<file path="config.mk">
export PLATFORM = sky130hd
export DESIGN_NAME = debug_unit_flat
export DESIGN_NICKNAME = d
export VERILOG_FILES = /design/src/rtl/debug_unit_if.sv /design/src/rtl/debug_unit.sv /design/src/flat_wrapper.sv
export SDC_FILE = /design/constraint.sdc
export NUM_CORES = 1
export LEC_CHECK = 0
export CORE_MARGIN = 5
export CORE_UTILIZATION = 55
export CTS_CLUSTER_SIZE = 16
export DETAILED_ROUTE_END_ITERATION = 8
export DONT_BUFFER_PORTS = 1
export PLACE_DENSITY = 0.73
export REMOVE_ABC_BUFFERS = 1
export SLEW_MARGIN = 15
export SYNTH_ARGS = -nofsm -noshare
export SYNTH_HDL_FRONTEND = slang
export SYNTH_SLANG_ARGS = --single-unit
</file>
<file path="constraint.sdc">
create_clock -name clk -period 3.1 [get_ports clk]
set_input_delay 0.62 -clock clk [delete_from_list [all_inputs] [get_ports clk]]
set_output_delay 0.62 -clock clk [all_outputs]
set_load 0.1 [all_outputs]
</file>
<file path="src/rtl/debug_unit_if.sv">
// debug_unit_if: UART byte link between the debug unit (slave) and the host-side
// receiver/transmitter pair (master).
interface debug_unit_if;
    logic [7:0] rx_data;
    logic       rx_valid;
    logic       tx_busy;
    logic [7:0] tx_data;
    logic       tx_start;
    modport master (output rx_data, rx_valid, tx_busy, input tx_data, tx_start);
    modport slave  (input rx_data, rx_valid, tx_busy, output tx_data, tx_start);
endinterface

</file>
<file path="src/rtl/debug_unit.sv">
// debug_unit: host-side debug controller decoding UART commands and dumping pipeline state.
// Define DEBUG_CYCLE_COUNT_EN to count pc_enable cycles and append the count to each dump.
module debug_unit #(
    parameter int DATA_WIDTH   = 32,
    parameter int RESET_CYCLES = 2
) (
    input  logic                  clk,
    input  logic                  reset_n,
    debug_unit_if.slave           uart,
    input  logic [DATA_WIDTH-1:0] pc_addr_in,
    input  logic [DATA_WIDTH-1:0] pc_instr_in,
    input  logic [DATA_WIDTH-1:0] reg_w_data_in,
    input  logic [DATA_WIDTH-1:0] reg_rt_data_in,
    input  logic [DATA_WIDTH-1:0] reg_rs_data_in,
    output logic                  pc_enable,
    output logic                  pc_reset,
    output logic                  halted
);
`ifdef DEBUG_CYCLE_COUNT_EN
    localparam int EXTRA = 32;
`else
    localparam int EXTRA = 0;
`endif
    localparam int SW = 5 * DATA_WIDTH + EXTRA;
    localparam int NBYTES = SW / 8;
    localparam int CW = $clog2(NBYTES);
    localparam logic [7:0] CMD_C = 8'h63, CMD_H = 8'h68, CMD_S = 8'h73, CMD_R = 8'h72, CMD_D = 8'h64;

    typedef enum logic [2:0] {IDLE, RUN, STEP, RST, SNAP, SEND, WAIT} state_t;

    state_t        state_q, state_d;
    logic [SW-1:0] snap_q, snap_d, obs;
    logic [CW-1:0] cnt_q, cnt_d;
    logic [7:0]    rst_cnt_q, rst_cnt_d, tx_data_q, tx_data_d;
    logic          tx_start_q, tx_start_d, pc_enable_q, pc_enable_d;
    logic          pc_reset_q, pc_reset_d, halted_q, halted_d, send;

`ifdef DEBUG_CYCLE_COUNT_EN
    logic [31:0] cyc_q, cyc_d;
    assign obs = {pc_addr_in, pc_instr_in, reg_w_data_in, reg_rt_data_in, reg_rs_data_in, cyc_q};
    always_comb begin
        cyc_d = (state_q == IDLE && uart.rx_valid && uart.rx_data == CMD_R) ? 32'd0 :
                pc_enable_q ? cyc_q + 32'd1 : cyc_q;
    end
    always_ff @(posedge clk or negedge reset_n) begin
        if (!reset_n) cyc_q <= '0;
        else cyc_q <= cyc_d;
    end
`else
    assign obs = {pc_addr_in, pc_instr_in, reg_w_data_in, reg_rt_data_in, reg_rs_data_in};
`endif

    always_comb begin
        state_d   = state_q;
        snap_d    = (state_q == SNAP) ? obs : snap_q;
        cnt_d     = cnt_q;
        rst_cnt_d = rst_cnt_q;
        case (state_q)
            IDLE: begin
                rst_cnt_d = 8'(RESET_CYCLES - 1);
                if (uart.rx_valid)
                    state_d = uart.rx_data == CMD_C ? RUN :
                              uart.rx_data == CMD_S ? STEP :
                              uart.rx_data == CMD_R ? RST :
                              uart.rx_data == CMD_D ? SNAP : IDLE;
            end
            RUN:  state_d = (uart.rx_valid && uart.rx_data == CMD_H) ? IDLE : RUN;
            STEP: state_d = SNAP;
            RST: begin
                rst_cnt_d = rst_cnt_q - 8'd1;
                state_d   = (rst_cnt_q == 8'd0) ? IDLE : RST;
            end
            SNAP: begin
                cnt_d   = '0;
                state_d = SEND;
            end
            SEND: state_d = SEND;
            WAIT: begin
                // the transmitter raises busy only after seeing tx_start, so skip that first cycle
                if (!tx_start_q && !uart.tx_busy) begin
                    state_d = (cnt_q == CW'(NBYTES - 1)) ? IDLE : SEND;
                    cnt_d   = (cnt_q == CW'(NBYTES - 1)) ? cnt_q : cnt_q + CW'(1);
                end
            end
            default: state_d = IDLE;
        endcase
        // a pending byte is launched in the same edge the transmitter is seen idle
        send        = (state_d == SEND) && !uart.tx_busy;
        state_d     = send ? WAIT : state_d;
        tx_start_d  = send;
        tx_data_d   = send ? snap_d[8 * (NBYTES - 1 - int'(cnt_d)) +: 8] : tx_data_q;
        pc_enable_d = (state_d == RUN) || (state_d == STEP);
        pc_reset_d  = (state_d == RST);
        halted_d    = (state_d == IDLE);
    end

    always_ff @(posedge clk or negedge reset_n) begin
        if (!reset_n) begin
            state_q     <= IDLE;
            snap_q      <= '0;
            cnt_q       <= '0;
            rst_cnt_q   <= '0;
            tx_data_q   <= '0;
            tx_start_q  <= 1'b0;
            pc_enable_q <= 1'b0;
            pc_reset_q  <= 1'b0;
            halted_q    <= 1'b1;
        end else begin
            state_q     <= state_d;
            snap_q      <= snap_d;
            cnt_q       <= cnt_d;
            rst_cnt_q   <= rst_cnt_d;
            tx_data_q   <= tx_data_d;
            tx_start_q  <= tx_start_d;
            pc_enable_q <= pc_enable_d;
            pc_reset_q  <= pc_reset_d;
            halted_q    <= halted_d;
        end
    end

    assign uart.tx_data  = tx_data_q;
    assign uart.tx_start = tx_start_q;
    assign pc_enable     = pc_enable_q;
    assign pc_reset      = pc_reset_q;
    assign halted        = halted_q;
endmodule

</file>
<file path="src/flat_wrapper.sv">
// flat-port wrapper written by rule: the top's interface ports become plain ports
module debug_unit_flat 
#(
    parameter int DATA_WIDTH   = 32,
    parameter int RESET_CYCLES = 2
)
  (clk, reset_n, pc_addr_in, pc_instr_in, reg_w_data_in, reg_rt_data_in, reg_rs_data_in, pc_enable, pc_reset, halted, uart_rx_data, uart_rx_valid, uart_tx_busy, uart_tx_data, uart_tx_start);
  debug_unit_if uart_i ();
  input  logic clk;
  input  logic reset_n;
  input  logic [DATA_WIDTH-1:0] pc_addr_in;
  input  logic [DATA_WIDTH-1:0] pc_instr_in;
  input  logic [DATA_WIDTH-1:0] reg_w_data_in;
  input  logic [DATA_WIDTH-1:0] reg_rt_data_in;
  input  logic [DATA_WIDTH-1:0] reg_rs_data_in;
  output logic pc_enable;
  output logic pc_reset;
  output logic halted;
  input wire logic [$bits(uart_i.rx_data)-1:0] uart_rx_data;
  input wire logic [$bits(uart_i.rx_valid)-1:0] uart_rx_valid;
  input wire logic [$bits(uart_i.tx_busy)-1:0] uart_tx_busy;
  output wire logic [$bits(uart_i.tx_data)-1:0] uart_tx_data;
  output wire logic [$bits(uart_i.tx_start)-1:0] uart_tx_start;
  assign uart_i.rx_data = uart_rx_data;
  assign uart_i.rx_valid = uart_rx_valid;
  assign uart_i.tx_busy = uart_tx_busy;
  assign uart_tx_data = uart_i.tx_data;
  assign uart_tx_start = uart_i.tx_start;
  debug_unit #(.DATA_WIDTH(DATA_WIDTH), .RESET_CYCLES(RESET_CYCLES)) u_core (.clk(clk), .reset_n(reset_n), .uart(uart_i), .pc_addr_in(pc_addr_in), .pc_instr_in(pc_instr_in), .reg_w_data_in(reg_w_data_in), .reg_rt_data_in(reg_rt_data_in), .reg_rs_data_in(reg_rs_data_in), .pc_enable(pc_enable), .pc_reset(pc_reset), .halted(halted));
endmodule
</file>
After elaboration in Yosys (flattened, before gate mapping)
Index checks and enable logic that the tools add are counted. W data, S select, Z words.

Input bits: 172. Register bits after elaboration: 188. Word-level logic and storage cells: 56. Output and inout port bits: 12.

Mux-type cells: 16. Reductions and logical operators: 11. Add/sub/neg operators: 3. Shift operators: 1. Equal/unequal tests: 16.

Operators by type and width (number): $mux W160 (1); $shiftx A160 B32 Y8 (1); $eq A8 B7 Y1 const B (5); $mux W3 (8); $pmux W3 S6 (1); $pmux W8 S2 (1); $eq A3 B2 Y1 const B (4); $eq A3 B3 Y1 const B (4); $mux W5 (2); $pmux W5 S2 (1); $logic_not A8 Y1 (1); $sub A8 B1 Y8 const B (1); $eq A3 B1 Y1 const B (2); $logic_not A3 Y1 (2); $sub A5 B5 Y6 const A (1); $add A5 B1 Y5 const B (1); $eq A5 B5 Y1 const B (1); $logic_and A1 B1 Y1 (3); $logic_not A1 Y1 (2); $mux W2 (1); $reduce_bool A2 Y1 (1); $reduce_or A2 Y1 (1); $logic_or A1 B1 Y1 (1); $mux W1 (1).

Longest topological paths before layout
Word-level depth: 12. Depth in mapped cells: 14. Mapped depth without buffers: 12.

Worst setup path before layout
No wires, ideal clock.

Path kind: flip-flop to flip-flop. Start: register u_core.tx_start_q (netlist: u_core.uart.tx_start). End: register u_core.tx_data_q[2] (netlist: u_core.uart.tx_data[2]). Data required time: 2.953 ns. Cell stages (with the launch flop): 12. Arrival: 3.562 ns. Period minus slack after synthesis: 3.709 ns. Path slack: -0.609 ns. Buffers on the path: 3. Library setup time: 0.147 ns. Cell sequence: dfrtp_1 > or3b_4 > a2111oi_2 > or2_1 > buf_6 > inv_6 > ha_1 > buf_2 > clkbuf_1 > mux4_2 > a2111oi_0 > a22oi_1.

Word-level cells in the longest chain between the ends: 6. Elaborated cells on any way between the ends: 10. Those cells by class: add/sub (1); eq/ne (1); shift (1); mux (4); reduce/logical (3).

Ends and longest elaborated chain: start: declaration (line debug_unit.sv:35) `logic tx_start_q, tx_start_d, pc_enable_q, pc_enable_d;`; start signal: assignment (line debug_unit.sv:114) `tx_start_q <= tx_start_d;`; $logic_not A1 Y1 (line debug_unit.sv:80) `if (!tx_start_q && !uart.tx_busy) begin`; $logic_and A1 B1 Y1 (line debug_unit.sv:80); $mux W5 (line debug_unit.sv:80); $pmux W5 S2 (line debug_unit.sv:58) `case (state_q)`; net u_core.cnt_d[2] (line debug_unit.sv:33) `logic [CW-1:0] cnt_q, cnt_d;`; $sub A5 B5 Y6 (line debug_unit.sv:91) `tx_data_d = send ? snap_d[8 * (NBYTES - 1 - int'(cnt_d)) +: 8] : tx_data_q;`; $shiftx A160 B32 Y8 (line debug_unit.sv:91); end signal: assignment (line debug_unit.sv:113) `tx_data_q <= tx_data_d;`; end: declaration (line debug_unit.sv:34) `logic [7:0] rst_cnt_q, rst_cnt_d, tx_data_q, tx_data_d;`.

The timed path passes the listed nets, and every way through them passes these cells. A chain may end at the register's enable or synchronous reset.

Worst setup path in the final report
Start: register u_core.cnt_q[1]. End: register u_core.tx_data_q[7] (netlist: u_core.uart.tx_data[7]).

Word-level cells in the longest chain between the ends: 6. Elaborated cells on any way between the ends: 12. Those cells by class: add/sub (2); eq/ne (2); shift (1); mux (6); reduce/logical (1).

Ends and longest elaborated chain: start: declaration (line debug_unit.sv:33); start signal: assignment (line debug_unit.sv:111) `cnt_q <= cnt_d;`; $add A5 B1 Y5 / $eq A5 B5 Y1 (equally long branches) (line debug_unit.sv:82, debug_unit.sv:81); $mux W5 / $mux W3 (equally long branches) (line debug_unit.sv:82, debug_unit.sv:81); $mux W5 / $mux W3 (equally long branches) (line debug_unit.sv:80); $pmux W5 S2 / $pmux W3 S6 (equally long branches) (line debug_unit.sv:58); $sub A5 B5 Y6 / $eq A3 B3 Y1 (equally long branches) (line debug_unit.sv:91, debug_unit.sv:88); $shiftx A160 B32 Y8 / $logic_and A1 B1 Y1 (equally long branches) (line debug_unit.sv:91, debug_unit.sv:88).

Several ways; a longest one is shown, not always the timed one.

==> qor.csv <==
metric,value,unit
#FFs+latches synth,188,
number of setup violations in the final report,0,
Gate Count Post-Synth,725,
Root Driver,clkbuf_16,
port bufs,0,
CP arrival,3390,ps
"Setup Fix Bufs, Post-CTS",0,
startpoint types,flop,
FF/Latch Area,4706,um2
Synth area leader,dfrtp_1,
sequential area share after synthesis,0.5195,
nets,928,
Max-slew headroom,0.3453,
Cell Pwr Density,1181,nW/um2
Final Slew Violations,0,
most common flop cell mapped by yosys,dfrtp_1,
"wirelength, routed",22.87,mm
TNS Setup,0,ps
Vias per Instance,6.124,
f_max,329.3,MHz
CP max stage cell,or3b_4,
IO Count,184,
status,"finished, violations left",
post-route ant nets,0,
cts bufs inserted,17,
core area,16350,um2
total chip power,0.01235,W
Total Die Area,19140,um2
Initial Util,0.5541,
endpoint class of the critical path,flop,
Mean Syn Cell Area,12.49,um2
leakage power,4.295,nW
row cnt,47,
pre-CTS setup slack,-476.0,ps
synth unique cells,77,
worst setup margin,63.69,ps
Clock Sinks,188,
Worst VDD drop,0.0006358,V
largest net degree at the start of global routing,189,
Synth warnings,0,
worst r2r path cells,13,
r2r startpoint,u_core.cnt_q[1],
area of the multi-input gates,4334,um2
vias in the first global route,6545,
Final Instance Area,10460,um2
worst skew pair latency,440,ps
placed wire-length estimate,16.26,mm
die width,138.3,um
CTS HTree Levels,4,
number of detailed-route iterations in the first pass,5,
Remaining DRCs,0,
crit-path max FO,10,
fraction of layout cells with a size suffix above 1,0.3995,
initial antenna violation count,6,
Setup Skew,11.74,ps
CTS Buffer Depth,2,
first-pass GRT wire length,36.47,mm
Wirelength per Cell,23.08,um
CTS tree,done,
synthesized area,9059,um2
total track usage,0.2390,
area grow syn2layout,15.43,%
Worst path top cell family by delay,simple AND/OR/NAND/NOR gates,
Clock transition at path regs,70,ps
Post-synth EDFFs,0,
fillcell total,1252,
HP Class,in2async,
area post-placement,9557,um2
CP bufs+invs,3,
ratio of final minimum period to clock period,0.9795,
"Req. time, crit path",3450,ps
worst slew pin tran,982.1,ps
CP max stage delay,410,ps
"Hold Vio Cnt, Final",187,
max-cap violation count,0,
post-layout min period,3036,ps
routability cong.,0.9231,
"setup slack, reg-to-reg",60,ps
Die Ht,138.3,um
post-synthesis async set-or-reset flop share,1.000,
RSZ-0062 raised after global routing,true,
Area contributors post-synth,"dfrtp_1, mux2_2, nor2_1",
via count,6069,
CP Class,reg2reg,
FF-to-FF End,u_core.uart.tx_data[7],
top cell type's share of synthesized area,0.5166,
most common cell in the netlist,dfrtp_1,
worst hold slack,-129.3,ps
critical-path cell list,ha_2 -> or3b_4 -> a22o_1 -> or2_4 -> inv_6 -> ha_4 -> buf_6 -> nor3_4 -> nand2_2 -> buf_12 -> nor3_1 -> o31ai_1 -> a22oi_1,
Post-synth top cells,"dfrtp_1, mux2_2, nor2_1",
failing checks,hold timing,
total gr overflow,0,
initial DRC count,417,
## area by class of cell
type | count | share of cell area
clock buffer | 20 | 0.04272
inverter | 16 | 0.006462
multi-input combinational | 480 | 0.4145
clock inverter | 12 | 0.01292
antenna | 5 | 0.001197
tap | 220 | 0.02633
sequential | 188 | 0.4500
timing repair buffer | 50 | 0.04583
## timing repair
action                                  4_1_cts  5_1_grt
endpoints found under the hold margin       187      187
endpoints found under the setup margin        8        8
pin swaps                                     5       16
gates cloned                                  0        1
gates resized for setup                      30       25
## worst reg2reg max path, delay by kind of cell, from the launching register on
| kind | cells | cell delay (ps) |
|---|---|---|
| buf+inv | 3 | 430 |
| simple gates | 5 | 1210 |
| fa+ha+maj | 2 | 400 |
| compound gates | 3 | 540 |
| flops | 1 | 380 |
## power by group
group	switching (W)	leakage (nW)	internal [W]	total, W
Sequential	0.000762	2.26	0.00365	0.00441
Combinational	0.00304	1.77	0.00275	0.00579
Clock	0.000991	0.274	0.00115	0.00214
Total	0.00479	4.30	0.00756	0.0124
## metrics by stage
stage,utilization,cells
global placement,0.5846,955
floorplan,-,684
global route,0.6393,989
detailed placement,0.5846,955
CTS,0.6303,987
finish,0.6396,991
## worst max-delay path by stage
| stage | start | end | slack, ps | cells past startpoint |
|---|---|---|---|---|
| 2_1_floorplan | u_core.state_q[1] | u_core.uart.tx_data[0] | -3010 | 5 |
| 3_3_place_gp | uart_tx_busy | u_core.uart.tx_data[1] | -420 | 10 |
| 3_5_place_dp | uart_tx_busy | u_core.uart.tx_data[1] | -480 | 10 |
| 4_1_cts | u_core.cnt_q[1] | u_core.uart.tx_data[7] | -6 | 12 |
| 5_1_grt | u_core.cnt_q[1] | u_core.uart.tx_data[7] | -30 | 13 |
| 6_report | u_core.cnt_q[1] | u_core.uart.tx_data[7] | 60 | 13 |
## kinds of logic (layout without fill, tap and decap cells)
family / Yosys count / after routing / share of synthesized area
compound gates: 87 / 87 / 0.07956
simple gates: 185 / 185 / 0.1066
xor+xnor: 2 / 2 / 0.001934
mux: 203 / 203 / 0.2565
flops: 188 / 188 / 0.5195
buf+inv: 57 / 98 / 0.03177
fa+ha+maj: 3 / 3 / 0.004144
other cells: 0 / 5 / 0
## metal layers
| metal | part of all wire | wire length, um | global-route usage | vias to the layer above |
|---|---|---|---|---|
| li1 | - | - | - | 2722 |
| met1 | 0.42 | 9606 | 0.3125 | 3103 |
| met2 | 0.49 | 11320 | 0.3887 | 208 |
| met3 | 0.070 | 1597 | 0.07182 | 30 |
| met4 | 0.013 | 307 | 0.07020 | 6 |
| met5 | 0.0018 | 41 | 0 | - |
## placed cells by master (no fill, tap or decap), types with 4 or more instances in the layout
cell type / Yosys / final
inv_1: 12 / 11
buf_12: 0 / 6
nor3_4: 1 / 9
o31ai_1: 9 / 8
mux2i_1: 24 / 24
a2111oi_4: 1 / 6
nand2_1: 26 / 25
buf_4: 3 / 40
nor3_2: 1 / 4
a22oi_1: 14 / 12
o21ai_0: 11 / 10
nand2b_1: 4 / 4
diode_2: 0 / 5
clkinv_4: 0 / 4
nor4_1: 10 / 10
o2111a_1: 7 / 7
nor3_1: 27 / 16
dfrtp_1: 187 / 187
mux4_2: 6 / 6
nand3_1: 7 / 6
or3_1: 8 / 8
nor2_1: 75 / 73
a21oi_1: 4 / 4
mux2_2: 173 / 173
clkbuf_16: 0 / 18
## flip-flops by register name, indices dropped and copies added (netlist names)
name / count
u_core.uart.tx_start: 1
u_core.pc_reset: 1
u_core.snap_q: 160
u_core.halted: 1
u_core.pc_enable: 1
u_core.cnt_q: 5
u_core.uart.tx_data: 8
u_core.rst_cnt_q: 8
u_core.state_q: 3
(Power assumes the default switching activity.)
